<file path="src/rtl/addr_seq.sv">
// rtl/addr_seq.sv - 65C02 address-bus sequencer driving ABL/ABH selects and PC strobes.
// Define PAGE_PENALTY_EN to take an extra FIX cycle when an indexed address crosses a page.
module addr_seq (
  input  logic       clk,
  input  logic       rst_n,
  input  logic       start,
  input  logic [2:0] mode,
  input  logic       rdy,
  input  logic       abl_co,
  output logic [2:0] abh_op,
  output logic       abh_ci,
  output logic       abh_ff,
  output logic [2:0] abl_sel,
  output logic       idx_y,
  output logic       opl_ld,
  output logic       ld_pc,
  output logic       inc_pc,
  output logic       busy,
  output logic       done
);

  typedef enum logic [3:0] {
    S_IDLE, S_OPH, S_P0, S_P1, S_ADR, S_FIX, S_IB, S_V0, S_V1, S_LD, S_NOP
  } state_t;

  localparam logic [2:0] M_ZP      = 3'd0;
  localparam logic [2:0] M_ABS     = 3'd1;
  localparam logic [2:0] M_ABS_X   = 3'd2;
  localparam logic [2:0] M_IND_Y   = 3'd3;
  localparam logic [2:0] M_JMP_IND = 3'd4;
  localparam logic [2:0] M_VECTOR  = 3'd5;

  localparam logic [2:0] ABL_HOLD = 3'd0;
  localparam logic [2:0] ABL_INC  = 3'd1;
  localparam logic [2:0] ABL_DB   = 3'd2;
  localparam logic [2:0] ABL_OPL  = 3'd3;
  localparam logic [2:0] ABL_IDX  = 3'd4;
  localparam logic [2:0] ABL_PCL  = 3'd5;
  localparam logic [2:0] ABL_VEC  = 3'd6;

  localparam logic [2:0] ABH_ZERO = 3'b000;
  localparam logic [2:0] ABH_ABH  = 3'b100;
  localparam logic [2:0] ABH_PCH  = 3'b110;
  localparam logic [2:0] ABH_DB   = 3'b111;

  state_t     state, state_n;
  logic [2:0] mode_q, mode_n;
  logic       last;

  always_ff @(posedge clk or negedge rst_n) begin
    if (!rst_n) begin
      state  <= S_IDLE;
      mode_q <= 3'd0;
    end else begin
      state  <= state_n;
      mode_q <= mode_n;
    end
  end

  // Nothing advances while memory is not ready, including acceptance of start.
  always_comb begin
    state_n = state;
    mode_n  = mode_q;
    last    = 1'b0;
    if (rdy) begin
      case (state)
        S_IDLE: begin
          if (start) begin
            mode_n = mode;
            case (mode)
              M_ZP:                        state_n = S_ADR;
              M_ABS, M_ABS_X, M_JMP_IND:   state_n = S_OPH;
              M_IND_Y:                     state_n = S_P0;
              M_VECTOR:                    state_n = S_V0;
              default:                     state_n = S_NOP;
            endcase
          end
        end
        S_OPH: state_n = S_ADR;
        S_P0:  state_n = S_P1;
        S_P1:  state_n = S_ADR;
        S_ADR: begin
          case (mode_q)
            M_JMP_IND: state_n = S_IB;
            M_ABS_X, M_IND_Y: begin
`ifdef PAGE_PENALTY_EN
              if (abl_co) begin
                state_n = S_FIX;
              end else begin
                state_n = S_IDLE;
                last    = 1'b1;
              end
`else
              state_n = S_IDLE;
              last    = 1'b1;
`endif
            end
            default: begin
              state_n = S_IDLE;
              last    = 1'b1;
            end
          endcase
        end
        S_FIX: begin
          state_n = S_IDLE;
          last    = 1'b1;
        end
        S_IB:  state_n = S_LD;
        S_V0:  state_n = S_V1;
        S_V1:  state_n = S_LD;
        S_LD: begin
          state_n = S_IDLE;
          last    = 1'b1;
        end
        S_NOP: begin
          state_n = S_IDLE;
          last    = 1'b1;
        end
        default: state_n = S_IDLE;
      endcase
    end
  end

  always_comb begin
    abl_sel = ABL_HOLD;
    abh_op  = ABH_ZERO;
    abh_ci  = 1'b0;
    abh_ff  = 1'b0;
    opl_ld  = 1'b0;
    ld_pc   = 1'b0;
    inc_pc  = 1'b0;
    done    = last;
    busy    = (state != S_IDLE);
    idx_y   = (mode_q == M_IND_Y);
    case (state)
      S_IDLE, S_NOP: begin
        abl_sel = ABL_PCL;
        abh_op  = ABH_PCH;
      end
      S_OPH: begin
        abl_sel = ABL_INC;
        abh_op  = ABH_ABH;
        abh_ci  = abl_co;
        opl_ld  = 1'b1;
        inc_pc  = 1'b1;
      end
      S_P0: abl_sel = ABL_DB;
      S_P1: begin
        // High byte stays 00 so the pointer fetch wraps within zero page.
        abl_sel = ABL_INC;
        opl_ld  = 1'b1;
      end
      S_ADR: begin
        case (mode_q)
          M_ABS, M_JMP_IND: begin
            abl_sel = ABL_OPL;
            abh_op  = ABH_DB;
          end
          M_ABS_X, M_IND_Y: begin
            abl_sel = ABL_IDX;
            abh_op  = ABH_DB;
`ifdef PAGE_PENALTY_EN
            abh_ci  = 1'b0;
`else
            abh_ci  = abl_co;
`endif
          end
          default: abl_sel = ABL_DB;
        endcase
      end
      S_FIX: begin
        abl_sel = ABL_HOLD;
        abh_op  = ABH_ABH;
        abh_ci  = 1'b1;
      end
      S_IB: begin
        // Carry propagates into ABH, so the indirect pointer never wraps its page.
        abl_sel = ABL_INC;
        abh_op  = ABH_ABH;
        abh_ci  = abl_co;
        opl_ld  = 1'b1;
      end
      S_V0: begin
        abl_sel = ABL_VEC;
        abh_ff  = 1'b1;
      end
      S_V1: begin
        abl_sel = ABL_INC;
        abh_ff  = 1'b1;
        opl_ld  = 1'b1;
      end
      S_LD: begin
        abl_sel = ABL_OPL;
        abh_op  = ABH_DB;
        ld_pc   = 1'b1;
      end
      default: begin
        abl_sel = ABL_PCL;
        abh_op  = ABH_PCH;
      end
    endcase
    // Stall: freeze the bus and suppress every side-effect strobe.
    if (!rdy && state != S_IDLE) begin
      abl_sel = ABL_HOLD;
      abh_op  = ABH_ABH;
      abh_ci  = 1'b0;
      abh_ff  = (state == S_V0) || (state == S_V1);
      opl_ld  = 1'b0;
      ld_pc   = 1'b0;
      inc_pc  = 1'b0;
      done    = 1'b0;
    end
  end

endmodule

</file>
<file path="config.mk">
export PLATFORM = sky130hd
export DESIGN_NAME = addr_seq
export DESIGN_NICKNAME = d
export VERILOG_FILES = /design/src/rtl/addr_seq.sv
export SDC_FILE = /design/constraint.sdc
export NUM_CORES = 1
export LEC_CHECK = 0
export CELL_PAD_IN_SITES_DETAIL_PLACEMENT = 1
export CELL_PAD_IN_SITES_GLOBAL_PLACEMENT = 1
export CORE_AREA = 2 2 50 52
export CTS_CLUSTER_SIZE = 40
export DETAILED_ROUTE_END_ITERATION = 8
export DIE_AREA = 0 0 52 54
export PLACE_DENSITY = 0.79
export SLEW_MARGIN = 20
export SYNTH_ARGS = -nofsm -noshare
export SYNTH_HDL_FRONTEND = slang
export SYNTH_SLANG_ARGS = --single-unit
</file>
<file path="constraint.sdc">
create_clock -name clk -period 2.8 [get_ports clk]
set_input_delay 0.28 -clock clk [delete_from_list [all_inputs] [get_ports clk]]
set_output_delay 0.28 -clock clk [all_outputs]
set_load 0.1 [all_outputs]
</file>
==> flow_summary.ini <==
[synthesis]
syn_area_um2 = 790
synth_cells = 105
postSynthAreaPerCell_um2 = 7.52
ys_seq_area_share_pct = 22.2
synthDistinctLibCells = 38
yosysTopAreaCellShare_pct = 22.2
ys_warn_count = 0
synth_area_leaders = dfrtp_1, nor2b_1, o21ai_0
ys_seq_elements = 7
synth_nets = 113
synth_area_leader_cell = dfrtp_1

[clock_network]
clockBufferDepth = 2
clkSlewWorstSetupHoldPaths_ns = 0.06
cts_hold_buf = 0
cts_made_buffers = 3
cts_tree = done
postCtsResizedCells = 0
cts-root-buf = clkbuf_4
cts_sinks = 7
h-tree-depth = 1
insertion_delay_ns = 0.26
cts_setup_buffers = 0

[finish]
multi_input_area_um2 = 571
nets = 133
fin_cells = 154
fillCellCount = 282
antenna_cells = 0
final_util_pct = 45.2
seqCellArea_um2 = 175
drive_gt1_share_pct = 24.2
syn_to_final_growth_pct = 32.8

[placed_design]
dp.cells = 150
place_hpwl_um = 1770
gp_congestion = 0.792
io_buffers = 21

[die]
chipWidth_um = 52
io_pins = 22
core_area_um2 = 2320
rows = 18
initial_core_util_pct = 34.0
die_area_um2 = 2810
die_y_um = 54

[timing]
fmax_mhz = 428
finalMaxSlewViolations = 0
max_slew_margin_pct = 46.7
rsz0062_at_grt = false
worst_pin_slew_ns = 0.799
period_needed_ns = 2.34
setup-tns-final_ns = 0
finClkSkew_ns = 0.00642
hold_viol = 0
fin_crit_sh_pct = 83.5
finalSetupViolations = 0

[worst_setup_path]
crit_type = reg2out
r2r_start = state[2]$_DFFE_PN0P_
r2r-end = mode_q[0]$_DFFE_PN0P_
rrSetupSlack_ns = 0.77
critPathMaxFanout = 12
worstPathArrival_ns = 2.06
start_kind = register
worstPathRequired_ns = 2.52
crit_path_end_kind = output port
rr_worst_depth = 5

[flow_run]
drv_cap = 0

[run_status]
status = finished clean

[global_route]
grt_pass1_wl_um = 3910
grt-ovfl-total = 0
grt_pass1_vias = 826
antenna_found_initial = 0
grt.total_usage_pct = 19.1
grt_max_degree = 25

[routing]
drt_iter0_drc = 19
vias_per_cell = 5.66
drt_first_pass_iters = 4
vias = 871
routed_wl_um = 2430
ant_nets = 0
post_drt_wl_per_cell_um = 15.8
post-route-drc-count = 0

[min_path]
hp-class = in2async
-- registers in the layout, indices dropped and copies added (netlist names) --
signal / count
state: 4
mode_q: 3
-- cell families after synthesis --
logic type / Yosys count / share of synthesized area (%)
compound gates: 38 / 32.0
xor+xnor: 3 / 3.33
buf+inv: 11 / 6.97
flops: 7 / 22.2
mux: 4 / 5.55
simple gates: 42 / 30.0
-- cell type report --
class	instances	share of cell area (%)
repair buffers	23	21.7
multi-input cells	87	54.4
inverters	3	1.07
well taps	30	3.58
clock buffers	4	2.51
flip-flops and latches	7	16.7
-- stage by stage --
| step | setup WS (ns) | instance area [um2] | hold WS [ns] |
|---|---|---|---|
| 2_1_floorplan | -0.290 | 801 | -0.0156 |
| 6_report | 0.461 | 1050 | 0.291 |
| 5_1_grt | 0.335 | 1050 | 0.301 |
| 4_1_cts | 0.441 | 1050 | 0.286 |
| 3_5_place_dp | 0.694 | 1020 | 0.566 |
| 3_3_place_gp | 0.732 | 1020 | 0.551 |
-- routing by layer --
metal  routed length [um]  vias to the layer above  global-route usage (%)
met5                    0                        -                       0
met4                   25                        0                    5.26
met3                  104                        4                    4.17
met2                 1250                       21                    34.6
met1                 1050                      422                    22.5
li1                     -                      424                       -
-- cells in the mapped netlist, drive strengths merged --
cell / number
nor2: 10
o21ai: 10
nor2b: 9
dfrtp: 7
buf: 6
nand2: 6
a21oi: 5
o22ai: 5
a21o: 3
a31oi: 3
and3: 3
inv: 3
mux2: 3
nor3b: 3
xnor2: 3
a22o: 2
and2: 2
clkbuf: 2
nand2b: 2
nand3: 2
nor3: 2
o31ai: 2
a2111oi: 1
a211oi: 1
a221oi: 1
a2bb2oi: 1
mux2i: 1
o2111a: 1
o21a: 1
o21ba: 1
o32a: 1
or2: 1
or3: 1
or4: 1
-- critical path: stages, from the launching register on --
cell and delay [ns]:
dfrtp_1 0.51, buf_4 0.24, nor3b_1 0.19, a31oi_1 0.06
a2bb2oi_1 0.16, a2111oi_2 0.40, buf_12 0.23
-- placed cells by master (no fill, tap or decap), drive strengths merged --
cell type and count:
a2bb2oi 1, nor3b 3, or2 1, a2111oi 1
or4 1, nand2b 2, dfrtp 7, a221oi 1
nand2 6, or3 1, o31ai 2, nor2b 9
o32a 1, a22o 2, a21oi 5, clkbuf 4
and3 3, o2111a 1, buf 16, xnor2 3
a31oi 3, mux2 3, o22ai 5, a211oi 1
o21a 1, and2 2, nor2 10, inv 3
nor3 2, clkdlybuf4s50 7, o21ai 10, mux2i 1
nand3 2, o21ba 1, a21o 3
-- how the worst max path moves through the flow --
stage	cells past startpoint	to	slack [ns]	start
floorplan	5	abh_ci	-0.29	state[2]$_DFFE_PN0P_
global placement	5	abh_op[2]	0.73	mode_q[1]$_DFFE_PN0P_
detailed placement	6	abh_ci	0.69	rdy
CTS	6	abh_ci	0.44	state[2]$_DFFE_PN0P_
global route	5	abh_op[0]	0.33	mode_q[1]$_DFFE_PN0P_
finish	6	abh_ci	0.46	state[2]$_DFFE_PN0P_
Power is left out: the tool's default activity adds up to more than one toggle a clock period on the data nets, which glitch-free logic cannot reach.
==> RTL edit 1, RTL diff (same flow settings) <==
Reset style: synchronous (`rst_n`), changed in one clocked block.
--- a/src/rtl/addr_seq.sv
+++ b/src/rtl/addr_seq.sv
@@ -47,7 +47,7 @@
   logic [2:0] mode_q, mode_n;
   logic       last;
 
-  always_ff @(posedge clk or negedge rst_n) begin
+  always_ff @(posedge clk) begin
     if (!rst_n) begin
       state  <= S_IDLE;
       mode_q <= 3'd0;
Behaviour: differs if rst_n is asserted again (counterexample within 4 cycles, from zero or initial values and one cycle with rst_n low); with rst_n held inactive, the same outputs for 10 cycles.
==> RTL edit 1 against the unedited design <==
- area after synthesis up 9.0%
- setup slack got worse by 0.066 ns
- register-to-register slack better by 0.10 ns
- final area is 8.6% higher
- count of clock-buffer cells in the layout unchanged
- critical path depth down 2
- utilization increased by 3.9 points
- sequential cell count stayed put
- wire length grew 11%
- via count is 11% higher
- first-iteration DRC count fell by 26%
Power is left out: it rests on default switching activity, and per cell area and clock period it moved more than threefold.
==> RTL edit 1: results (changes against the unedited design) <==
final_layout:
  post_route_cells_drive_above_1_share_pct: 19.86  # -4.3 points
  fillerInstances: 303  # +7.4%
grt:
  grt_usage_pct: 21.22  # +2.1 points
  grt_pass1_vias: 945  # +14%
  grt_max_degree: 22  # -12%
  first_pass_grt_wire_length_um: 4388  # +12%
routing:
  vias_per_cell: 5.678  # +0.40%
  wl_per_cell_um: 15.73  # -0.26%
  drt-initial-drc-count: 14  # -5
synth:
  synth_top_cells_by_area: "dfxtp_1, nand2_1, nor2_1"
  post_synthesis_async_set_or_reset_flop_share_pct: 0  # -100 points
  seq_area_frac_synth_pct: 16.28  # -5.9 points
  synth.net_count: 133  # +18%
  synth_commonest_cells: "nand2_1, nor2_1, a21oi_1, dfxtp_1, o21ai_0"
  yosys.cell_types.count: 45  # +18%
  synth_warnings: 0  # unchanged
status:
  status: "completed"
hold_path:
  worst_hold_path_type: "reg -> reg"
sta:
  clock-skew-final_ns: 0.00008427  # -0.006338 ns
  transition_time_of_the_tightest_slew_check_pin_ns: 0.7533  # -0.04571 ns
setup_path:
  worst-path-max-fanout: 21  # +9
  worst_ep_arrival_time_ns: 2.12  # +0.06 ns
placed_design:
  placement.setup.worst_slack_ns: 0.6168  # -0.07710 ns
  gp_congestion: 0.7837  # -1.0%
  place_hpwl_um: 2103  # +19%
==> RTL edit 1: worst paths after layout <==
check / start / end / slack [ns] / cells after the start
setup / recovery: state[1] / abl_sel[1] / 0.40 / 4
hold reg to reg: mode_q[1] / mode_q[1] / 0.60 / 2
hold / removal: mode_q[1] / mode_q[1] / 0.60 / 2
setup reg to reg: state[1] / state[1] / 0.87 / 4
==> RTL edit 1: layout make-up <==
class | instances | area share [%]
flip-flops and latches | 7 | 12.31
well taps | 30 | 3.297
multi-input cells | 101 | 55.71
clock buffers | 4 | 2.308
repair buffers | 23 | 24.40
inverters | 6 | 1.978
==> RTL edit 1: layer usage <==
metal | GRT usage, % | share of wire, %
met5 | 0 | 0
met3 | 1.667 | 2.4
met2 | 41.77 | 52
met4 | 7.018 | 1.9
met1 | 23.79 | 43
==> RTL edit 1: cells by family after synthesis <==
group	Yosys count	share of synthesized area, %
fa+ha+maj	1	1.163
xor+xnor	4	4.071
simple gates	56	33.43
flops	7	16.28
buf+inv	17	10.61
compound gates	37	30.96
mux	3	3.489
==> RTL edit 1: stage by stage <==
step,utilization (%),instance area [um^2],cells
floorplan,-,865.8,125
global placement,47.95,1112,167
detailed placement,47.95,1112,167
CTS,49.08,1139,171
global route,49.08,1139,171
finish,49.08,1139,171
==> RTL edit 1: worst max-delay path, stage by stage (launching register included) <==
cell and delay (ns):
dfxtp_1 0.80, inv_1 0.28, nor4_1 0.33, o31a_1 0.17, buf_4 0.28
==> RTL edit 2, RTL diff (same flow settings) <==
Without the edit above. Add a define of `PAGE_PENALTY_EN`.
--- a/src/rtl/addr_seq.sv
+++ b/src/rtl/addr_seq.sv
@@ -1,5 +1,7 @@
 // rtl/addr_seq.sv - 65C02 address-bus sequencer driving ABL/ABH selects and PC strobes.
 // Define PAGE_PENALTY_EN to take an extra FIX cycle when an indexed address crosses a page.
+`define PAGE_PENALTY_EN
+
 module addr_seq (
   input  logic       clk,
   input  logic       rst_n,
Function: changed (a bounded check fails within 4 cycles, from zero or initial values and one cycle with rst_n low).
==> RTL edit 2 against the unedited design <==
- area after synthesis rose by 3.8%
- global-route usage is 2.4 points higher
- final area up 11%
- setup slack got worse by 0.025 ns
- register-to-register slack better by 0.05 ns
- wire length grew 16%
- sequential cell count did not move
Power is not shown: default switching activity piles up to over one toggle a cycle in this logic, so the estimate is an artifact.
==> RTL edit 2: results (changes against the unedited design) <==
status:
  status: "completed"
synth:
  yosys-mux-area-fraction_pct: 6.565  # +1.0 points
  synth.net_count: 117  # +3.5%
  post_syn_instances: 109  # +3.8%
  synth_commonest_cells: "nor2_1, a21oi_1, dfrtp_1"
  synth_fa_ha_area_share_pct: 1.221  # +1.2 points
  synth_top_cells_by_area: "dfrtp_1, nor2_1, a21oi_1"
  yosys.cell_types.count: 50  # +32%
  synth_xor_area_share_pct: 2.137  # -1.2 points
  seq_area_frac_synth_pct: 21.37  # -0.81 points
  synth-compound-area-share_pct: 32.98  # +0.96 points
  synth.ff_latch_count: 7  # unchanged
routing:
  drt-initial-drc-count: 26  # +7
  routed_via_count: 968  # +11%
  wirelength_um: 2815  # +16%
  vias_per_cell: 6.088  # +7.6%
final_layout:
  comb.multi_input.count: 90  # +3.4%
  buffer_area_share_pct: 25.48  # +3.8 points
  fraction_of_standard_cell_area_that_is_sequential_pct: 14.99  # -1.7 points
  post_route_cells_drive_above_1_share_pct: 27.13  # +2.9 points
  buffers_excl_clock: 24  # +4.3%
  fillerInstances: 282  # unchanged
  clock_buffers: 4  # unchanged
  n_all_inverters: 4  # +1
  finish.net_count: 138  # +3.8%
  final-clk-cell-share_pct: 2.248  # -0.26 points
  multi_input_area_share_pct: 52.78  # -1.6 points
clocking:
  clock_tree.htree_level_count: 1  # unchanged
sta:
  maxSlewHeadroom_pct: 66.11  # +19 points
  clock-skew-final_ns: 0.003699  # -0.002723 ns
placed_design:
  placement.setup.worst_slack_ns: 0.7326  # +0.03874 ns
  placed_area_um2: 1142  # +12%
  place_hpwl_um: 2134  # +20%
  post-place-cells: 155  # +3.3%
  gp_congestion: 0.8693  # +9.8%
setup_path:
  worst-path-max-fanout: 10  # -2
  r2r.worst_path.cells: 4  # -1
grt:
  grt_max_degree: 24  # -4.0%
  first_pass_grt_wire_length_um: 4547  # +16%
  grt_usage_pct: 21.51  # +2.4 points
  grt_pass1_vias: 943  # +14%
## RTL edit 2: cell types whose count changed after synthesis, moves of 3 or more
| cell | change |
|---|---|
| nor2b_1 | -7 |
| o21ai_0 | -4 |
| o211ai_1 | +3 |
| or3_1 | +3 |
## RTL edit 2: critical path, stage by stage (launching register included)
cell and delay, ns:
dfrtp_1 0.59, nand2b_4 0.14, or4b_4 0.53, nor3b_1 0.18, o21ai_2 0.20, buf_12 0.20
## RTL edit 2: metal layers
layer	track usage, %	vias to the layer above	wire length [um]
met5	0	-	0
met4	8.333	0	47
met3	1.667	6	141
met2	38.19	32	1428
met1	27.01	468	1197
li1	-	462	-
## RTL edit 2: path summary, 6_finish.rpt
path / slack, ns / endpoint / from
worst min register to register: 0.65 / mode_q[1] / mode_q[1]
max in group asynchronous: 2.24 / state[1] / rst_n
worst min-delay path: 0.30 / state[2] / rst_n
worst max register to register: 0.82 / mode_q[1] / state[0]
min in group clk: 0.65 / mode_q[1] / mode_q[1]
worst max-delay path: 0.44 / abh_op[2] / state[2]
